--- config.mk ---
export PLATFORM = sky130hd
export DESIGN_NAME = wb_port_arbiter
export DESIGN_NICKNAME = d
export VERILOG_FILES = /design/src/rtl/wb_port_arbiter.sv
export SDC_FILE = /design/constraint.sdc
export NUM_CORES = 1
export LEC_CHECK = 0
export ABC_AREA = 0
export BUFFER_PORTS_ARGS = -buffer_cell sky130_fd_sc_hd__buf_2
export CORE_MARGIN = 4
export CORE_UTILIZATION = 40
export DETAILED_ROUTE_END_ITERATION = 10
export GPL_TIMING_DRIVEN = 0
export PLACE_DENSITY_LB_ADDON = 0.05
export SLEW_MARGIN = 10
export SYNTH_ARGS = -nofsm -noshare
export SYNTH_HDL_FRONTEND = slang
export SYNTH_SLANG_ARGS = --single-unit
--- constraint.sdc ---
create_clock -name clk -period 16.9 [get_ports clk]
set_clock_uncertainty 0.05 [all_clocks]
set_input_delay 2.535 -clock clk [delete_from_list [all_inputs] [get_ports clk]]
set_output_delay 2.535 -clock clk [all_outputs]
set_load 0.005 [all_outputs]
--- src/rtl/wb_port_arbiter.sv ---
// Register-file write-port arbiter.
// Merges two pipe results and a queued long-latency (LU) result onto two
// registered write ports. Pipe results always win. The LU result waits in a
// 2-entry FIFO until a port is free, or is dropped when a younger pipe write
// targets the same register.
module wb_port_arbiter #(
  parameter int STARVE_LIMIT = 3,
  parameter int LU_DEPTH     = 2
) (
  input  logic        clk,
  input  logic        rst_n,
  input  logic        p0_valid_i,
  input  logic [4:0]  p0_rd_i,
  input  logic [63:0] p0_value_i,
  input  logic        p1_valid_i,
  input  logic [4:0]  p1_rd_i,
  input  logic [63:0] p1_value_i,
  input  logic        lu_valid_i,
  input  logic [4:0]  lu_rd_i,
  input  logic [63:0] lu_value_i,
  output logic        lu_ready_o,
  output logic        wp0_en_o,
  output logic [4:0]  wp0_addr_o,
  output logic [63:0] wp0_data_o,
  output logic        wp1_en_o,
  output logic [4:0]  wp1_addr_o,
  output logic [63:0] wp1_data_o,
  output logic        stall_o
);

  localparam int SW = $clog2(STARVE_LIMIT + 1);

  // LU queue: entry 0 is always the head.
  logic [1:0]    count_reg;
  logic [4:0]    q_rd_reg  [2];
  logic [63:0]   q_val_reg [2];
  logic [SW-1:0] starve_reg;

  logic          p0_eff, p1_eff;
  logic          head_valid, head_kill, pop, push;
  logic          en0_next, en1_next;
  logic [4:0]    addr0_next, addr1_next;
  logic [63:0]   data0_next, data1_next;
  logic [1:0]    count_next;
  logic [SW-1:0] starve_next;

  // The queue only accepts while it has room; a pop in the same cycle does not help.
  assign lu_ready_o = (count_reg < 2'(LU_DEPTH));
  assign stall_o    = (starve_reg == SW'(STARVE_LIMIT));
  assign push       = lu_valid_i && lu_ready_o;

  assign p1_eff     = p1_valid_i && (p1_rd_i != 5'd0);
  assign p0_eff     = p0_valid_i && (p0_rd_i != 5'd0) && !(p1_eff && (p1_rd_i == p0_rd_i));
  assign head_valid = (count_reg != 2'd0);
  // A head aimed at r0, or overwritten by a younger pipe write, is simply discarded.
  assign head_kill  = head_valid &&
                      ((q_rd_reg[0] == 5'd0) ||
                       (p0_eff && (q_rd_reg[0] == p0_rd_i)) ||
                       (p1_eff && (q_rd_reg[0] == p1_rd_i)));

  // Port assignment: pipe results fill lowest ports first, head takes what is left.
  always_comb begin
    en0_next   = 1'b0;
    addr0_next = wp0_addr_o;
    data0_next = wp0_data_o;
    en1_next   = 1'b0;
    addr1_next = wp1_addr_o;
    data1_next = wp1_data_o;
    pop        = 1'b0;
    if (p0_eff) begin
      en0_next   = 1'b1;
      addr0_next = p0_rd_i;
      data0_next = p0_value_i;
    end
    if (p1_eff) begin
      if (p0_eff) begin
        en1_next   = 1'b1;
        addr1_next = p1_rd_i;
        data1_next = p1_value_i;
      end else begin
        en0_next   = 1'b1;
        addr0_next = p1_rd_i;
        data0_next = p1_value_i;
      end
    end
    if (head_kill) begin
      pop = 1'b1;
    end else if (head_valid) begin
      if (!en0_next) begin
        en0_next   = 1'b1;
        addr0_next = q_rd_reg[0];
        data0_next = q_val_reg[0];
        pop        = 1'b1;
      end else if (!en1_next) begin
        en1_next   = 1'b1;
        addr1_next = q_rd_reg[0];
        data1_next = q_val_reg[0];
        pop        = 1'b1;
      end
    end
  end

  // Occupancy and starvation bookkeeping.
  always_comb begin
    count_next = count_reg;
    if (push && !pop)      count_next = count_reg + 2'd1;
    else if (pop && !push) count_next = count_reg - 2'd1;
    starve_next = starve_reg;
    if (!head_valid || pop)                     starve_next = '0;
    else if (starve_reg != SW'(STARVE_LIMIT))   starve_next = starve_reg + SW'(1);
  end

  // Control and output registers, cleared asynchronously.
  always_ff @(posedge clk or negedge rst_n) begin
    if (!rst_n) begin
      count_reg  <= 2'd0;
      starve_reg <= '0;
      wp0_en_o   <= 1'b0;
      wp0_addr_o <= 5'd0;
      wp0_data_o <= 64'd0;
      wp1_en_o   <= 1'b0;
      wp1_addr_o <= 5'd0;
      wp1_data_o <= 64'd0;
    end else begin
      count_reg  <= count_next;
      starve_reg <= starve_next;
      wp0_en_o   <= en0_next;
      wp0_addr_o <= addr0_next;
      wp0_data_o <= data0_next;
      wp1_en_o   <= en1_next;
      wp1_addr_o <= addr1_next;
      wp1_data_o <= data1_next;
    end
  end

  // Queue storage: shift on pop, new entry lands behind the surviving entries.
  always_ff @(posedge clk) begin
    if (pop) begin
      q_rd_reg[0]  <= q_rd_reg[1];
      q_val_reg[0] <= q_val_reg[1];
    end
    if (push) begin
      if ((count_reg == 2'd0) || ((count_reg == 2'd1) && pop)) begin
        q_rd_reg[0]  <= lu_rd_i;
        q_val_reg[0] <= lu_value_i;
      end else begin
        q_rd_reg[1]  <= lu_rd_i;
        q_val_reg[1] <= lu_value_i;
      end
    end
  end

endmodule

==> flow_summary.toml, run 1 <==
[routing]
top_layer_used = "met5"
wl_met2_mm = 21.3
remaining_drc_errors = 0
via_count = 12254
post_drt_wl_per_cell_um = 20.4
antenna_left = 0
via_per_inst = 5.48
dr.pass1.iters = 5
dr_wl_met3_mm = 3.29
drtIter0Drc = 994
met1Wirelength_mm = 19.6
drt_wl_total_mm = 45.6

[setup_path]
cp.arrival_ns = 6.55
worstSetupPathType = "input pin to register"
reg2reg_slack_ns = 13.08
critical_path_required_ns = 17.06
endpoint_kind = "register"
timing.rr.start = "q_rd_reg[0][3]"
startpoint_type = "input pin"
crit_fanout = 14
cp-startpoint = "p1_rd_i[1]"
critPathCapture = "q_val_reg[0][106]"
reg2regPathDepth = 11
worstReg2RegEnd = "q_val_reg[0][14]"

[clock_network]
htree_levels = 2
numCtsBuffers = 34
cts_hold_buf = 0
cts_setup_buffers = 0
cts_sinks = 282
cts_tree = "built"
ctsRootBufferMaster = "clkbuf_16"
cts.clk_slew.worst_paths_ns = 0.06
post_cts_resized = 0
cts_buffer_depth = 3
clk_latency_ns = 0.51

[timing]
rsz0062_at_grt = "false"
max_freq_mhz = 156
fin_tns_setup_ns = 0
maxSlewViolCount = 0
finalHoldViolations = 0
period_share = 0.378
slew_headroom = 0.121
setup_viol = 0
tightest_slew_ns = 1.32
period_needed_ns = 6.39

[cells_and_area]
num-nets-final = 1973
final_cell_count_no_fill = 2235
fin_area_sq_um = 16900
largest_reg_flops = 128
drive_above_1_share = 0.248
area_growth_pct = 27.9

[power]
power_density_nw_per_um2 = 172
p_leak_uw = 0.00729
ir_drop_mv = 0.105
fin_total_pwr_uw = 2900

[floorplanning]
die_x_um = 190
start_util = 0.405
die_h_um = 190
die_area_sq_um = 35900
ios = 354
rows = 66
coreArea_sq_um = 32500

[grt]
grt_pass1_vias = 12103
grt-ovfl-total = 0
grt_pass1_wl_mm = 69.1
grt_max_degree = 87
antenna_found_initial = 11
grt_use_total = 0.242

[synth]
syn_nets = 1574
yosys-top-cells-area = "edfxtp_1 (31%), dfrtp_1 (27%), a22oi_1 (7.9%), nand3_1 (7.9%), nand2_1 (6.0%)"
synth-seq-cells = 282
netlist.area_leader.share = 0.314
yosysTopAreaCell = "edfxtp_1"
netlist_instances = 1358
syn_area_per_cell_sq_um = 9.71
yosysUniqueCellTypes = 35
yosys_warnings = 0
mappedNetlistArea_sq_um = 13200
yosysSeqAreaShare = 0.587

[flow_run]
maxCapViolCount = 0

[placement]
placed_cells = 2163
portBuffers = 351
place_area_sq_um = 15700
dp_hpwl_mm = 32.5
place_congestion = 0.852

[worst_hold_path]
hold_path.class = "register to register"

[status]
status = "complete, no violations"
-- critical path, stage by stage --
cell	delay (ns)
buf_2	0.15
or4_1	0.16
o21ai_2	0.29
a211oi_2	1.16
nor3b_1	0.27
clkbuf_1	0.45
o21ai_0	0.32
a211oi_4	0.63
buf_8	0.24
buf_8	0.16
buf_8	0.17
-- layer usage --
layer	track usage	up-vias
met4	0.0821	8
met2	0.385	517
met1	0.335	5939
met5	0	-
li1	-	5704
met3	0.0459	86
-- cells in the mapped netlist --
cell / n
nor3b_1: 1
buf_2: 20
clkbuf_1: 86
and2_1: 2
or2_2: 1
o21ai_0: 138
o21a_1: 1
nand2_1: 212
mux2i_1: 1
dfrtp_1: 144
xnor2_1: 9
nor2_1: 2
or3b_1: 1
and3_1: 1
o21ai_2: 1
nor4_1: 1
a2111oi_4: 1
edfxtp_1: 138
o21ba_2: 2
a22oi_1: 139
nand3_1: 208
ha_1: 4
o41ai_1: 1
a31oi_1: 1
a211oi_2: 1
inv_1: 72
nor3_1: 4
o21ai_1: 4
a21oi_1: 140
or4_1: 3
buf_1: 6
nand2b_1: 1
buf_4: 2
a211oi_1: 1
xor2_1: 9
-- area by class of cell --
| cell class | count | area (sq um) |
|---|---|---|
| Clock inverter | 6 | 27.5 |
| Tap cell | 442 | 553 |
| Antenna cell | 10 | 25.0 |
| Fill cell | 3122 | 15700 |
| Clock buffer | 56 | 1110 |
| Multi-Input combinational cell | 890 | 4730 |
| Inverter | 72 | 270 |
| Sequential cell | 282 | 7750 |
| Buffer | 114 | 460 |
| Timing Repair Buffer | 363 | 1950 |
-- report_power, final --
group / total [uW] / leakage [uW] / internal (uW) / switching, uW
clock network: 733 / 0.000562 / 448 / 285
registers: 1210 / 0.00308 / 1060 / 157
logic: 958 / 0.00365 / 365 / 593
-- through the flow --
step                      setup slack [ns]  utilization  hold slack, ns
final                                10.51        0.519           0.436
after global routing                 10.29        0.518           0.454
after CTS                            10.47        0.518           0.435
after detailed placement              9.95        0.483           0.416
after global placement                2.51        0.476           0.413
after floorplan                       7.10            -           0.400
-- worst min-delay path by stage --
stage	to	cells past startpoint	slack, ns	startpoint
finish	wp0_data_o[43]	2	0.44	q_val_reg[0][43]
global route	wp0_data_o[26]	2	0.45	q_val_reg[0][26]
global placement	count_reg[1]	2	0.41	count_reg[1]
detailed placement	wp0_data_o[43]	2	0.42	q_val_reg[0][43]
CTS	wp0_data_o[43]	2	0.44	q_val_reg[0][43]
floorplan	count_reg[1]	2	0.40	count_reg[1]
-- cells by family (layout without fill, tap and decap cells) --
kind of cell	Yosys count	count (layout)	synth area share
AOI/OAI and AO/OA	430	430	0.194
xor gates and xnor gates	18	18	0.0120
adders and majority gates	4	4	0.00379
buffers and inverters	186	611	0.0554
DFF	282	282	0.587
muxes	1	1	0.000759
other	0	10	0
and+or+nand+nor	437	437	0.147
-- placed cells by master (no fill, tap or decap), drive strengths merged --
master   count
o21ai      143
nand3      208
a2111oi      1
and2         2
nor3         4
nor2         2
a31oi        1
a21oi      140
or2          1
or4          3
a211oi       2
nor3b        1
buf        391
xor2         9
nand2b       1
dfrtp      144
o41ai        1
o21ba        2
inv         72
mux2i        1
and3         1
or3b         1
nor4         1
clkinv       6
nand2      212
clkbuf     142
a22oi      139
ha           4
o21a         1
diode       10
xnor2        9
edfxtp     138
No activity file was read; power rests on OpenSTA's default activity.
==> run 2: changes to the inputs <==
--- a/config.mk
+++ b/config.mk
@@ -5,7 +5,7 @@
 export SDC_FILE = /design/constraint.sdc
 export NUM_CORES = 1
 export LEC_CHECK = 0
-export ABC_AREA = 0
+export ABC_AREA = 1
 export BUFFER_PORTS_ARGS = -buffer_cell sky130_fd_sc_hd__buf_2
 export CORE_MARGIN = 4
 export CORE_UTILIZATION = 40
==> constraint.sdc (replaced) <==
create_clock -name clk -period 6.1 [get_ports clk]
set_clock_uncertainty 0.05 [all_clocks]
set_input_delay 0.915 -clock clk [delete_from_list [all_inputs] [get_ports clk]]
set_output_delay 0.915 -clock clk [all_outputs]
set_load 0.005 [all_outputs]
==> run 2 against run 1 <==
  * First-iteration DRC count fell by 22%
  * Critical path depth up 4
  * Clock power grew to 2.9 times the previous value
  * Combinational power rose to 3.0 times the previous value
  * Worst hold slack lost 0.18 ns
  * Worst setup slack got worse by 8.4 ns
  * Wire length is 5.4% higher
  * Non-clock buffer count shrank 18
==> flow_summary.toml, run 2 <==
[placement]
dp_hpwl_mm = 34.5
place_congestion = 0.871
placed_cells = 2393
place_area_sq_um = 15900
portBuffers = 352
place_ws_ns = 1.57

[setup_path]
cpLargestDelayFamily = "simple AND/OR/NAND/NOR gates"
slowest_stage = "nor3_4"
crit_path_cell_trace = "buf_2 -> nor2_1 -> nand3_1 -> nand2_2 -> inv_2 -> nand3_2 -> inv_2 -> nand3_1 -> nand2_1 -> nand2_2 -> buf_2 -> nor3_4 -> buf_8 -> buf_8 -> buf_8"
cp_slowest_stage_delay_ns = 0.63
cp.arrival_ns = 4.15
critical_path_required_ns = 6.27
endpoint_kind = "register"
crit_buf_inv = 7
startpoint_type = "input pin"
worstSetupPathType = "input pin to register"
cpMostUsedCell = "buf_8"
crit_fanout = 16
reg2reg_slack_ns = 2.70

[cells_and_area]
drive_above_1_share = 0.229
num-nets-final = 2204
fin_area_sq_um = 17100
largest_reg_flops = 128
final_cell_count_no_fill = 2464
area_growth_pct = 26.9
layout_commonest_cell = "nand2_1"
mostFrequentLayoutCells = "nand2_1 (530), buf_2 (381), nand3_1 (255)"

[routing]
remaining_drc_errors = 0
antenna_left = 0
via_count = 12253
dr.pass1.iters = 5
via_per_inst = 4.97
drtIter0Drc = 778
post_drt_wl_per_cell_um = 19.5
drt_wl_total_mm = 48.0

[grt]
grt_pass1_wl_mm = 72.4
grt_max_degree = 97
grt_pass1_vias = 12282
grt_use_total = 0.256
antenna_found_initial = 15
grt-ovfl-total = 0

[synth]
synth_common_cells = "nand2_1 (531), nand3_1 (255), inv_1 (157)"
synth_top_flop_cell = "dfrtp_1"
async_reset_ff_frac = 0.511
yosysTopAreaCell = "edfxtp_1"
syn_nets = 1809
yosysSeqAreaShare = 0.574
mappedNetlistArea_sq_um = 13500
yosysMostFrequentCell = "nand2_1"
yosys-top-cells-area = "edfxtp_1 (31%), dfrtp_1 (27%), nand2_1 (15%), nand3_1 (9.5%), inv_1 (4.4%)"
synth-seq-cells = 282
synth-edff-count = 138
syn_area_per_cell_sq_um = 8.47
yosys_warnings = 0
yosysUniqueCellTypes = 27
netlist_instances = 1593
netlist.area_leader.share = 0.307

[floorplanning]
ios = 354
die_h_um = 192
rows = 66
die_x_um = 192
die_area_sq_um = 36700
coreArea_sq_um = 32900
start_util = 0.410

[timing]
rsz0062_at_grt = "false"
finalHoldViolations = 0
max_freq_mhz = 251
slew_headroom = 0.187
worst_slack_ns = 2.11
setup_viol = 0
period_needed_ns = 3.99
hold_ws_ns = 0.258
tightest_slew_ns = 1.21
maxSlewViolCount = 0
period_share = 0.654

[power]
power_density_nw_per_um2 = 485
ir_drop_mv = 0.225
p_leak_uw = 0.00861
fin_total_pwr_uw = 8300

[clock_network]
cts_sinks = 282
htree_levels = 2
cts.clk_slew.worst_paths_ns = 0.06
clk_latency_ns = 0.51
cts_tree = "built"
cts_buffer_depth = 3
post_cts_resized = 0
cts_hold_buf = 0
numCtsBuffers = 35
cts_setup_buffers = 0
ctsRootBufferMaster = "clkbuf_16"

[flow_run]
maxCapViolCount = 0

[status]
status = "complete, no violations"

[worst_hold_path]
hold_path.class = "input pin to async pin"
==> run 2: changes by cell type in the layout (fill, tap and decap cells not counted), moves of 5 or more <==
cell      change
o21a_1       +19
clkinv_1      +7
nand3_1      +47
inv_1        +85
xor2_1        -5
clkbuf_1     -36
a22oi_1     -138
o21ai_0      -38
a21oi_1      -93
nor2_1       +60
nand2_1     +318
buf_2        +11
==> run 2: per-layer routing <==
layer  track usage  wire length (um)  vias up
li1              -                 -     5957
met1         0.343             20300     5725
met2         0.418             22500      470
met3        0.0654              4080       83
met4        0.0657              1120       18
met5             0               113        -
==> run 2: area by class of cell <==
class,count,area (sq um)
antenna,7,17.5
tap,442,553
fill,3290,15700
inverter,161,604
sequential,282,7750
clock inverter,21,195
multi-input combinational,1049,4690
clock buffer,43,957
buffer,101,463
timing repair buffer,358,1890
==> run 2: cell families (layout without fill, tap and decap cells) <==
logic type               Yosys count  after routing  synth area share
AO/OA/AOI/OAI                    169            169            0.0672
buffers and inverters            262            684            0.0791
adder cells (fa/ha/maj)            4              4           0.00371
AND/OR/NAND/NOR                  862            862             0.266
other                              0              7                 0
flip-flops                       282            282             0.574
XOR/XNOR                          13             13           0.00844
multiplexers                       1              1          0.000742
==> run 2: path summary, 6_finish.rpt <==
kind                                  start                to  depth (start not counted)
max                              p1_rd_i[0]  q_val_reg[0][92]                         15
min                                   rst_n    wp0_data_o[58]                          1
max reg2reg                  q_rd_reg[0][0]  q_val_reg[0][92]                         12
min reg2reg                q_val_reg[0][22]    wp0_data_o[22]                          1
max in group asynchronous             rst_n    wp1_data_o[30]                          2
min in group clk           q_val_reg[0][22]    wp0_data_o[22]                          1
==> run 2: through the flow <==
stage,util,setup TNS (ns)
floorplan,-,0
global placement,0.481,-141.15
detailed placement,0.485,0
CTS,0.520,0
global route,0.521,0
finish,0.521,0
==> run 2: power by group <==
part	total [uW]	internal (uW)	switching, uW
Sequential	3300	2920	382
Clock	2090	1250	840
Combinational	2910	1020	1890
Total	8300	5190	3110
